<file path="config.mk">
export PLATFORM = sky130hd
export DESIGN_NAME = alu_pipe
export DESIGN_NICKNAME = d
export VERILOG_FILES = /design/src/rtl/alu_pipe.sv
export SDC_FILE = /design/constraint.sdc
export NUM_CORES = 2
export LEC_CHECK = 0
export CAP_MARGIN = 0
export CORE_UTILIZATION = 40
export DETAILED_ROUTE_END_ITERATION = 12
export SLEW_MARGIN = 20
export SYNTH_ARGS = -nofsm -noshare
export SYNTH_HDL_FRONTEND = slang
export SYNTH_SLANG_ARGS = --single-unit
</file>
<file path="constraint.sdc">
create_clock -name clk_i -period 14.95 [get_ports clk_i]
set_clock_uncertainty 0.15 [all_clocks]
set_input_delay 1.495 -clock clk_i [delete_from_list [all_inputs] [get_ports clk_i]]
set_output_delay 1.495 -clock clk_i [all_outputs]
set_load 0.05 [all_outputs]
</file>
<file path="src/rtl/alu_pipe.sv">
// Registered ALU with iterative signed multiply; 1-cycle latency (DATA_W+1 for MUL/MULH).
// Result holds in DONE until out_ready_i; in_ready_o follows out_ready_i there for back-to-back ops.
module alu_pipe #(
    parameter int DATA_W = 32,
    parameter bit SAT_EN = 1'b0,
    parameter int SH_W   = $clog2(DATA_W)
) (
    input  logic              clk_i,
    input  logic              rst_i,
    input  logic              in_valid_i,
    output logic              in_ready_o,
    input  logic [4:0]        alu_op_i,
    input  logic [DATA_W-1:0] src1_i,
    input  logic [DATA_W-1:0] src2_i,
    output logic              out_valid_o,
    input  logic              out_ready_i,
    output logic [DATA_W-1:0] alu_out_o,
    output logic              alu_overflow_o,
    output logic              alu_illegal_o,
    output logic              ovf_sticky_o,
    input  logic              clr_sticky_i
);
    localparam logic [4:0] OP_ADD  = 5'b00000;
    localparam logic [4:0] OP_SUB  = 5'b00001;
    localparam logic [4:0] OP_AND  = 5'b00010;
    localparam logic [4:0] OP_OR   = 5'b00011;
    localparam logic [4:0] OP_XOR  = 5'b00100;
    localparam logic [4:0] OP_NOR  = 5'b00101;
    localparam logic [4:0] OP_SRA  = 5'b00110;
    localparam logic [4:0] OP_ROTR = 5'b00111;
    localparam logic [4:0] OP_NOT  = 5'b01000;
    localparam logic [4:0] OP_NAND = 5'b01001;
    localparam logic [4:0] OP_MAX  = 5'b01010;
    localparam logic [4:0] OP_MIN  = 5'b01011;
    localparam logic [4:0] OP_ABS  = 5'b01100;
    localparam logic [4:0] OP_SLTS = 5'b01101;
    localparam logic [4:0] OP_SLL  = 5'b01110;
    localparam logic [4:0] OP_ROTL = 5'b01111;
    localparam logic [4:0] OP_ADDU = 5'b10000;
    localparam logic [4:0] OP_SRLU = 5'b10001;
    localparam logic [4:0] OP_MUL  = 5'b10010;
    localparam logic [4:0] OP_MULH = 5'b10011;

    localparam int CNT_W = $clog2(DATA_W);
    localparam int M     = DATA_W - 1;
    localparam logic [DATA_W-1:0] SMAX = {1'b0, {(DATA_W-1){1'b1}}};
    localparam logic [DATA_W-1:0] SMIN = {1'b1, {(DATA_W-1){1'b0}}};

    typedef struct packed {
        logic [DATA_W-1:0] dat;
        logic              ovf;
        logic              ill;
    } res_t;

    typedef enum logic [1:0] {
        S_IDLE = 2'd0,
        S_BUSY = 2'd1,
        S_DONE = 2'd2
    } state_t;

    state_t              state_q, state_d;
    res_t                res_q, res_d, alu_res, mul_res;
    logic                sticky_q, sticky_d;
    logic [2*DATA_W-1:0] acc_q, acc_d, mcand_q, mcand_d, acc_sum, prod;
    logic [DATA_W-1:0]   mplier_q, mplier_d;
    logic [CNT_W-1:0]    cnt_q, cnt_d;
    logic                neg_q, neg_d, hi_q, hi_d;

    logic                accept, is_mul, mul_last;
    logic [SH_W-1:0]     sh, nsh;
    logic [DATA_W:0]     addu;
    logic [DATA_W-1:0]   sum, diff, neg1, mag1, mag2, sat_val;
    logic                add_ovf, sub_ovf, slt;

    // Rotates use the complementary amount modulo DATA_W, so amount 0 collapses to src1.
    assign sh      = src2_i[SH_W-1:0];
    assign nsh     = ~sh + 1'b1;
    assign addu    = {1'b0, src1_i} + {1'b0, src2_i};
    assign sum     = addu[DATA_W-1:0];
    assign diff    = src1_i - src2_i;
    assign neg1    = ~src1_i + 1'b1;
    assign add_ovf = (src1_i[M] == src2_i[M]) && (sum[M] != src1_i[M]);
    assign sub_ovf = (src1_i[M] != src2_i[M]) && (diff[M] != src1_i[M]);
    assign slt     = $signed(src1_i) < $signed(src2_i);
    assign sat_val = src1_i[M] ? SMIN : SMAX;
    assign mag1    = src1_i[M] ? neg1 : src1_i;
    assign mag2    = src2_i[M] ? (~src2_i + 1'b1) : src2_i;
    assign is_mul  = (alu_op_i == OP_MUL) || (alu_op_i == OP_MULH);
    assign accept  = in_valid_i && in_ready_o;

    always_comb begin
        alu_res = '0;
        case (alu_op_i)
            OP_ADD: begin
                alu_res.dat = (SAT_EN && add_ovf) ? sat_val : sum;
                alu_res.ovf = add_ovf;
            end
            OP_SUB: begin
                alu_res.dat = (SAT_EN && sub_ovf) ? sat_val : diff;
                alu_res.ovf = sub_ovf;
            end
            OP_AND:  alu_res.dat = src1_i & src2_i;
            OP_OR:   alu_res.dat = src1_i | src2_i;
            OP_XOR:  alu_res.dat = src1_i ^ src2_i;
            OP_NOR:  alu_res.dat = ~(src1_i | src2_i);
            OP_NOT:  alu_res.dat = ~src1_i;
            OP_NAND: alu_res.dat = ~(src1_i & src2_i);
            OP_SRA:  alu_res.dat = $unsigned($signed(src1_i) >>> sh);
            OP_SRLU: alu_res.dat = src1_i >> sh;
            OP_SLL:  alu_res.dat = src1_i << sh;
            OP_ROTR: alu_res.dat = (src1_i >> sh) | (src1_i << nsh);
            OP_ROTL: alu_res.dat = (src1_i << sh) | (src1_i >> nsh);
            OP_MAX:  alu_res.dat = slt ? src2_i : src1_i;
            OP_MIN:  alu_res.dat = slt ? src1_i : src2_i;
            OP_SLTS: alu_res.dat = {{(DATA_W-1){1'b0}}, slt};
            OP_ABS: begin
                alu_res.dat = src1_i[M] ? neg1 : src1_i;
                alu_res.ovf = (src1_i == SMIN);
            end
            OP_ADDU: begin
                alu_res.dat = sum;
                alu_res.ovf = addu[DATA_W];
            end
            OP_MUL, OP_MULH: alu_res = '0;
            default: alu_res.ill = 1'b1;
        endcase
    end

    // Final step and sign correction share one edge so DONE lands DATA_W cycles after accept.
    assign acc_sum  = acc_q + (mplier_q[0] ? mcand_q : '0);
    assign prod     = neg_q ? (~acc_sum + 1'b1) : acc_sum;
    assign mul_last = (cnt_q == CNT_W'(DATA_W - 1));

    always_comb begin
        mul_res     = '0;
        mul_res.dat = hi_q ? prod[2*DATA_W-1:DATA_W] : prod[DATA_W-1:0];
        mul_res.ovf = !hi_q && (prod[2*DATA_W-1:DATA_W] != {DATA_W{prod[M]}});
    end

    always_ff @(posedge clk_i) begin
        if (rst_i) begin
            state_q <= S_IDLE;
        end else begin
            state_q <= state_d;
        end
    end

    always_comb begin
        state_d = state_q;
        case (state_q)
            S_IDLE: if (accept) state_d = is_mul ? S_BUSY : S_DONE;
            S_BUSY: if (mul_last) state_d = S_DONE;
            S_DONE: begin
                if (out_ready_i) begin
                    if (accept) state_d = is_mul ? S_BUSY : S_DONE;
                    else        state_d = S_IDLE;
                end
            end
            default: state_d = S_IDLE;
        endcase
    end

    always_comb begin
        in_ready_o  = 1'b0;
        out_valid_o = 1'b0;
        case (state_q)
            S_IDLE: in_ready_o = 1'b1;
            S_DONE: begin
                out_valid_o = 1'b1;
                in_ready_o  = out_ready_i;
            end
            default: ;
        endcase
    end

    always_comb begin
        res_d    = res_q;
        acc_d    = acc_q;
        mcand_d  = mcand_q;
        mplier_d = mplier_q;
        cnt_d    = cnt_q;
        neg_d    = neg_q;
        hi_d     = hi_q;
        if (accept) begin
            if (is_mul) begin
                acc_d    = '0;
                mcand_d  = {{DATA_W{1'b0}}, mag1};
                mplier_d = mag2;
                cnt_d    = '0;
                neg_d    = src1_i[M] ^ src2_i[M];
                hi_d     = (alu_op_i == OP_MULH);
            end else begin
                res_d = alu_res;
            end
        end else if (state_q == S_BUSY) begin
            acc_d    = acc_sum;
            mcand_d  = mcand_q << 1;
            mplier_d = mplier_q >> 1;
            cnt_d    = cnt_q + 1'b1;
            if (mul_last) res_d = mul_res;
        end
    end

    // A set on the transfer cycle beats a simultaneous clear.
    always_comb begin
        sticky_d = sticky_q;
        if (out_valid_o && out_ready_i && res_q.ovf) sticky_d = 1'b1;
        else if (clr_sticky_i)                       sticky_d = 1'b0;
    end

    always_ff @(posedge clk_i) begin
        if (rst_i) begin
            res_q    <= '0;
            sticky_q <= 1'b0;
            acc_q    <= '0;
            mcand_q  <= '0;
            mplier_q <= '0;
            cnt_q    <= '0;
            neg_q    <= 1'b0;
            hi_q     <= 1'b0;
        end else begin
            res_q    <= res_d;
            sticky_q <= sticky_d;
            acc_q    <= acc_d;
            mcand_q  <= mcand_d;
            mplier_q <= mplier_d;
            cnt_q    <= cnt_d;
            neg_q    <= neg_d;
            hi_q     <= hi_d;
        end
    end

    assign alu_out_o      = res_q.dat;
    assign alu_overflow_o = res_q.ovf;
    assign alu_illegal_o  = res_q.ill;
    assign ovf_sticky_o   = sticky_q;

endmodule

</file>
Word-level counts from Yosys, hierarchy flattened. Index checks and enable logic that the tools add are counted. Widths: inputs -> output; s select.

Bits of input ports: 74. Flip-flop bits (word level): 204. Word-level logic and storage cells: 125. Output and inout port bits: 37.

Reduce and logical (&&, ||, !) cells: 19. $add $sub $neg: 8. Eq/ne operators: 33. Muxes and demuxes: 36. Bitwise operators: 12. Magnitude comparators: 1. Shifts and indexed selects: 5.

Operators with widths (number): $pmux 32 s17 (1); $mux 64 (8); $mux 32 (8); $mux 34 (4); $not 32->32 (4); $or 32x32->32 (3); $add 32x1->32 const B (2); $add 64x1->64 const B (1); $add 64x64->64 (1); $not 64->64 (1); $shl 32x5->32 (2); $shr 32x5->32 (2); $eq 5x4->1 const B (8); $add 32x32->33 (1); $and 32x32->32 (1); $eq 32x32->1 const B (1); $lt 32x32->1 (1); $ne 32x32->1 (1); $sshr 32x5->32 (1); $sub 32x32->32 (1); $xor 32x32->32 (1); $eq 5x5->1 const B (5); $eq 5x3->1 const B (4); $reduce_or 20->1 (1); other kinds (26) (51).

Depth between registers and ports, before layout.
Depth after elaboration: 10. Gate-level depth with buffers: 24. Gate-level depth less buffers: 20.

Worst setup path before layout. Ideal clock, no wire load.

Kind: input-to-reg. From: in src2_i[2]. To: reg res_q, in the netlist alu_out_o[20]. Data required time: 14.668 ns. Buffers on the path: 7. Setup slack: 7.803 ns. Stages: 24. Setup time: 0.132 ns. Data arrival time: 6.865 ns. Cell sequence: clkbuf_1 > inv_1 > buf_1 > clkbuf_1 > buf_1 > ha_1 > clkbuf_1 > nand2b_1 > a21oi_1 > o21ba_2 > o22a_1 > o21ai_0 > o221a_2 > o41a_1 > o31a_1 > o31ai_1 > a221oi_1 > o21ai_0 > o31ai_1 > and2_1 > clkbuf_1 > clkbuf_1 > a2111oi_0 > nor3_1.

Word-level cells in the longest chain between the ends: 7. Elaborated cells on any way between the ends: 17. Classes of those cells: add/sub: 3; order compare: 1; shift: 5; mux: 5; bitwise: 3.

Ends and longest elaborated chain: start, declared (line 14) `input logic [DATA_W-1:0] src2_i,`; $not 5->5 (line 77) `assign nsh = ~sh + 1'b1;`; $add 5x1->5 (line 77); $shr 32x5->32 or $shl 32x5->32 (tied branches) (line 112, 111); $or 32x32->32, on equally long branches (line 112, 111); $pmux 32 s17 (*) (line 93) `case (alu_op_i)`; $mux 34 (*) (line 185) `if (is_mul) begin`; $mux 34 (*) (line 184) `if (accept) begin`; end signal, assigned (line 222) `res_q <= res_d;`; end, declared (line 62) `res_t res_q, res_d, alu_res, mul_res;`.

Mark *: on every way between the ends. The rest lies on a longest branch, timed or not. The select of a mux whose other input is x is not followed. A chain may end at the register's enable or synchronous reset.

Final worst setup path.
From: in src1_i[0]. To: reg res_q, in the netlist alu_out_o[28].

Word-level cells in the longest chain between the ends: 6. Elaborated cells on any way between the ends: 18. Classes of those cells: add/sub: 3; order compare: 1; shift: 5; mux: 6; bitwise: 3.

Ends and longest elaborated chain: start, declared (line 13) `input logic [DATA_W-1:0] src1_i,`; $not 32->32 (line 81) `assign neg1 = ~src1_i + 1'b1;`; $add 32x1->32 (line 81); $mux 32 (line 117) `alu_res.dat = src1_i[M] ? neg1 : src1_i;`; $pmux 32 s17 (*) (line 93); $mux 34 (*) (line 185); $mux 34 (*) (line 184).

Marks and branches as above.

==> impl_metrics.tcl <==
set metrics [dict create \
    status "finished clean" \
    nNetsFinal 4460 \
    relSlewSlack_pct 18.6 \
    grt_use_met2_pct 63.2 \
    viasPerCell 6.75 \
    synth_cell_type_count 100 \
    syn_area_um2 28400 \
    hold_viol 0 \
    r2r_slack_ps 7190 \
    worstMarginPinSlew_ps 1190 \
    ant_nets 0 \
    rr_startpoint "mplier_q[0]" \
    fin_crit_sh_pct 52.1 \
    yosysWarnings 0 \
    grt_use_met3_pct 8.59 \
    worstRegToRegCells 20 \
    slew_violations 0 \
    wire_per_inst_um 29.7 \
    coreArea_um2 70100 \
    hold_path.class "reg -> reg" \
    cap_violations 0 \
    dieHeight_um 269 \
    postCtsSetupRepairBufs 0 \
    gp_routability_congestion 1.11 \
    clockRootBuffer "clkbuf_16" \
    cp_max_fo 19 \
    io_pins 111 \
    r2r_end "alu_overflow_o" \
    min_period_ps 7790 \
    dieWidth_um 269 \
    drt_first_pass_iters 8 \
    die_area_um2 72100 \
    fin_tns_setup_ps 0 \
    fin_util_pct 44.5 \
    cts_sinks 204 \
    clk_latency_ps 600 \
    leakage_nw 12.2 \
    whs_ps 301 \
    post-dp-hpwl_mm 116 \
    cts_tree "built" \
    met1_usage_pct 53.0 \
    syn_to_final_growth_pct 9.90 \
    drc 0 \
    vias 34973 \
    grt_setup_unrepaired "no" \
    synth.avg_cell_area_um2 6.56 \
    ys_ff_latch 204 \
    synth_edf_count 0 \
    cp-endpoint "alu_out_o[28]" \
    layout-drive-gt1-share_pct 6.28 \
    arrival_ps 8080 \
    busiest_layer "met2" \
    clockBufferDepth 3 \
    setup_viol 0 \
    clk_pin_slew_ps 60 \
    ctsHoldBuffers 0 \
    syn_inst 4329 \
    syn-num-nets 4571 \
    num_rows 97 \
    grt_pass1_vias 31462 \
    numCtsBuffers 27 \
    grt_pass1_wl_mm 221 \
    peakVddDrop_mv 0.0863 \
    grt-ovfl-total 0 \
    power_density_nw_per_um2 68.4 \
    first_iter_violations 4939 \
    start_util_pct 40.5 \
    cp-startpoint "src1_i[0]" \
    cts_resized 0 \
    ys_seq_area_share_pct 14.4 \
    htreeDepth 1 \
    grt_max_degree 122 \
    cp-end-kind "register" \
    routed_wl_mm 154 \
    ys.flop_type "dfxtp_1" \
    crit_type "in -> reg" \
    async_flop_share_pct 0 \
    startpoint_type "input pin" \
    required_ps 15240 \
    track_usage_pct 41.5 \
    grt_antenna_before_repair 7 \
    port_buffers 110 \
    max_freq_mhz 128 \
]
## cell usage after synthesis, drive strengths merged, types with 11 or more instances
library cell | count | area share [%]
a21oi | 476 | 8.4
o31ai | 51 | 1.4
nor2 | 512 | 6.8
a221oi | 40 | 1.2
mux2i | 79 | 2.8
and2 | 93 | 2.0
o21a | 16 | 0.42
mux4 | 19 | 1.5
o211a | 13 | 0.46
o311ai | 11 | 0.37
a211o | 15 | 0.46
nor4 | 35 | 0.85
a221o | 23 | 0.81
nor3 | 81 | 1.4
nand2 | 553 | 7.3
o221ai | 44 | 1.4
o2111ai | 17 | 0.55
dfxtp | 204 | 14
a21boi | 12 | 0.33
ha | 165 | 7.3
a22oi | 31 | 0.82
a32oi | 11 | 0.34
clkbuf | 307 | 4.1
o211ai | 67 | 1.8
o21ai | 341 | 6.0
nand4 | 30 | 0.66
or4 | 20 | 0.54
inv | 125 | 1.7
buf | 46 | 0.68
or2 | 16 | 0.35
nand2b | 28 | 0.62
a211oi | 117 | 3.1
nand3 | 136 | 2.4
and3 | 26 | 0.57
nor2b | 21 | 0.46
xnor2 | 119 | 3.7
a21o | 54 | 1.4
a31oi | 59 | 1.3
or3 | 37 | 0.83
a2111oi | 27 | 0.99
o22ai | 40 | 0.88
o41ai | 14 | 0.46
xor2 | 45 | 1.4
o21bai | 24 | 0.63
## worst min path at each step
stage / cells past startpoint / end / start
after CTS: 2 / mplier_q[6] / mplier_q[6]
after floorplan: 2 / mplier_q[5] / mplier_q[5]
after global routing: 2 / mplier_q[6] / mplier_q[6]
final: 2 / mplier_q[6] / mplier_q[6]
after global placement: 2 / mplier_q[6] / mplier_q[6]
after detailed placement: 2 / mplier_q[6] / mplier_q[6]
## registers in the layout, summed over array words and instances (netlist names)
register        count
state_q             2
alu_illegal_o       1
ovf_sticky_o        1
cnt_q               5
neg_q               1
alu_out_o          32
acc_q              64
alu_overflow_o      1
mplier_q           32
mcand_q            64
hi_q                1
## placed cells by master (no fill, tap or decap), drive strengths merged, types with 44 or more instances in the layout
cell type        n
nor2           512
nand2          553
a21oi          476
ha             165
a31oi           59
a211oi         117
nand3          136
o221ai          44
and2            93
xor2            45
clkdlybuf4s50  103
o211ai          67
a21o            54
inv            126
mux2i           79
dfxtp          204
o21ai          341
o31ai           51
buf            111
nor3            81
xnor2          119
## where the power goes
| part | internal [mW] | total [mW] | switching, mW | leakage, nW |
|---|---|---|---|---|
| Clock | 0.454 | 0.741 | 0.287 | 0.479 |
| Sequential | 0.555 | 0.571 | 0.0157 | 1.65 |
| Combinational | 0.237 | 0.825 | 0.588 | 10.1 |
| Total | 1.25 | 2.14 | 0.891 | 12.2 |
## routing by layer
layer	wire, um	vias up
met5	34	-
li1	-	15677
met3	16400	514
met2	64800	2215
met4	12700	6
met1	60100	16561
## cell type report
class | instances | area (um2)
Timing Repair Buffer | 214 | 1860
Inverter | 127 | 477
Sequential cell | 204 | 4090
Clock inverter | 14 | 240
Tap cell | 940 | 1180
Fill cell | 7588 | 38900
Antenna cell | 4 | 10.0
Clock buffer | 34 | 742
Multi-Input combinational cell | 3644 | 22600
## kinds of logic (layout without fill, tap and decap cells)
| kind of cell | after synthesis | count (layout) | share of synthesized area, % |
|---|---|---|---|
| xor+xnor | 164 | 164 | 5.05 |
| fa+ha+maj | 168 | 168 | 7.48 |
| other cells | 0 | 4 | 0 |
| compound gates | 1571 | 1571 | 35.7 |
| buf+inv | 481 | 389 | 6.45 |
| mux | 108 | 108 | 4.68 |
| flops | 204 | 204 | 14.4 |
| simple gates | 1633 | 1633 | 26.2 |
## stage by stage
step | total power [mW] | cell area (um2) | worst slack (ps) | std cells
after floorplan | 1.04 | 28400 | 7800 | 4329
after global routing | 2.19 | 31200 | 6790 | 5178
final | 2.14 | 31200 | 7160 | 5181
after detailed placement | 1.35 | 30200 | 6790 | 5128
after global placement | 1.36 | 30200 | 6950 | 5128
after CTS | 2.09 | 31200 | 7400 | 5176
## worst max-delay path, stage by stage
cell and delay (ps):
clkdlybuf4s50_1 1020, inv_1 250, ha_1 300, inv_1 70
fa_1 210, nand2b_1 70, a21oi_1 230, o21ba_2 180
o22a_1 220, o21ai_0 120, buf_4 190, o221a_2 290
o41a_1 430, o31a_1 320, o31ai_1 410, a221oi_1 270
o21ai_0 650, o31ai_2 110, and2_1 570, a2111oi_0 580
nor3_1 90
Note: power is estimated with default switching activity, not from simulation.
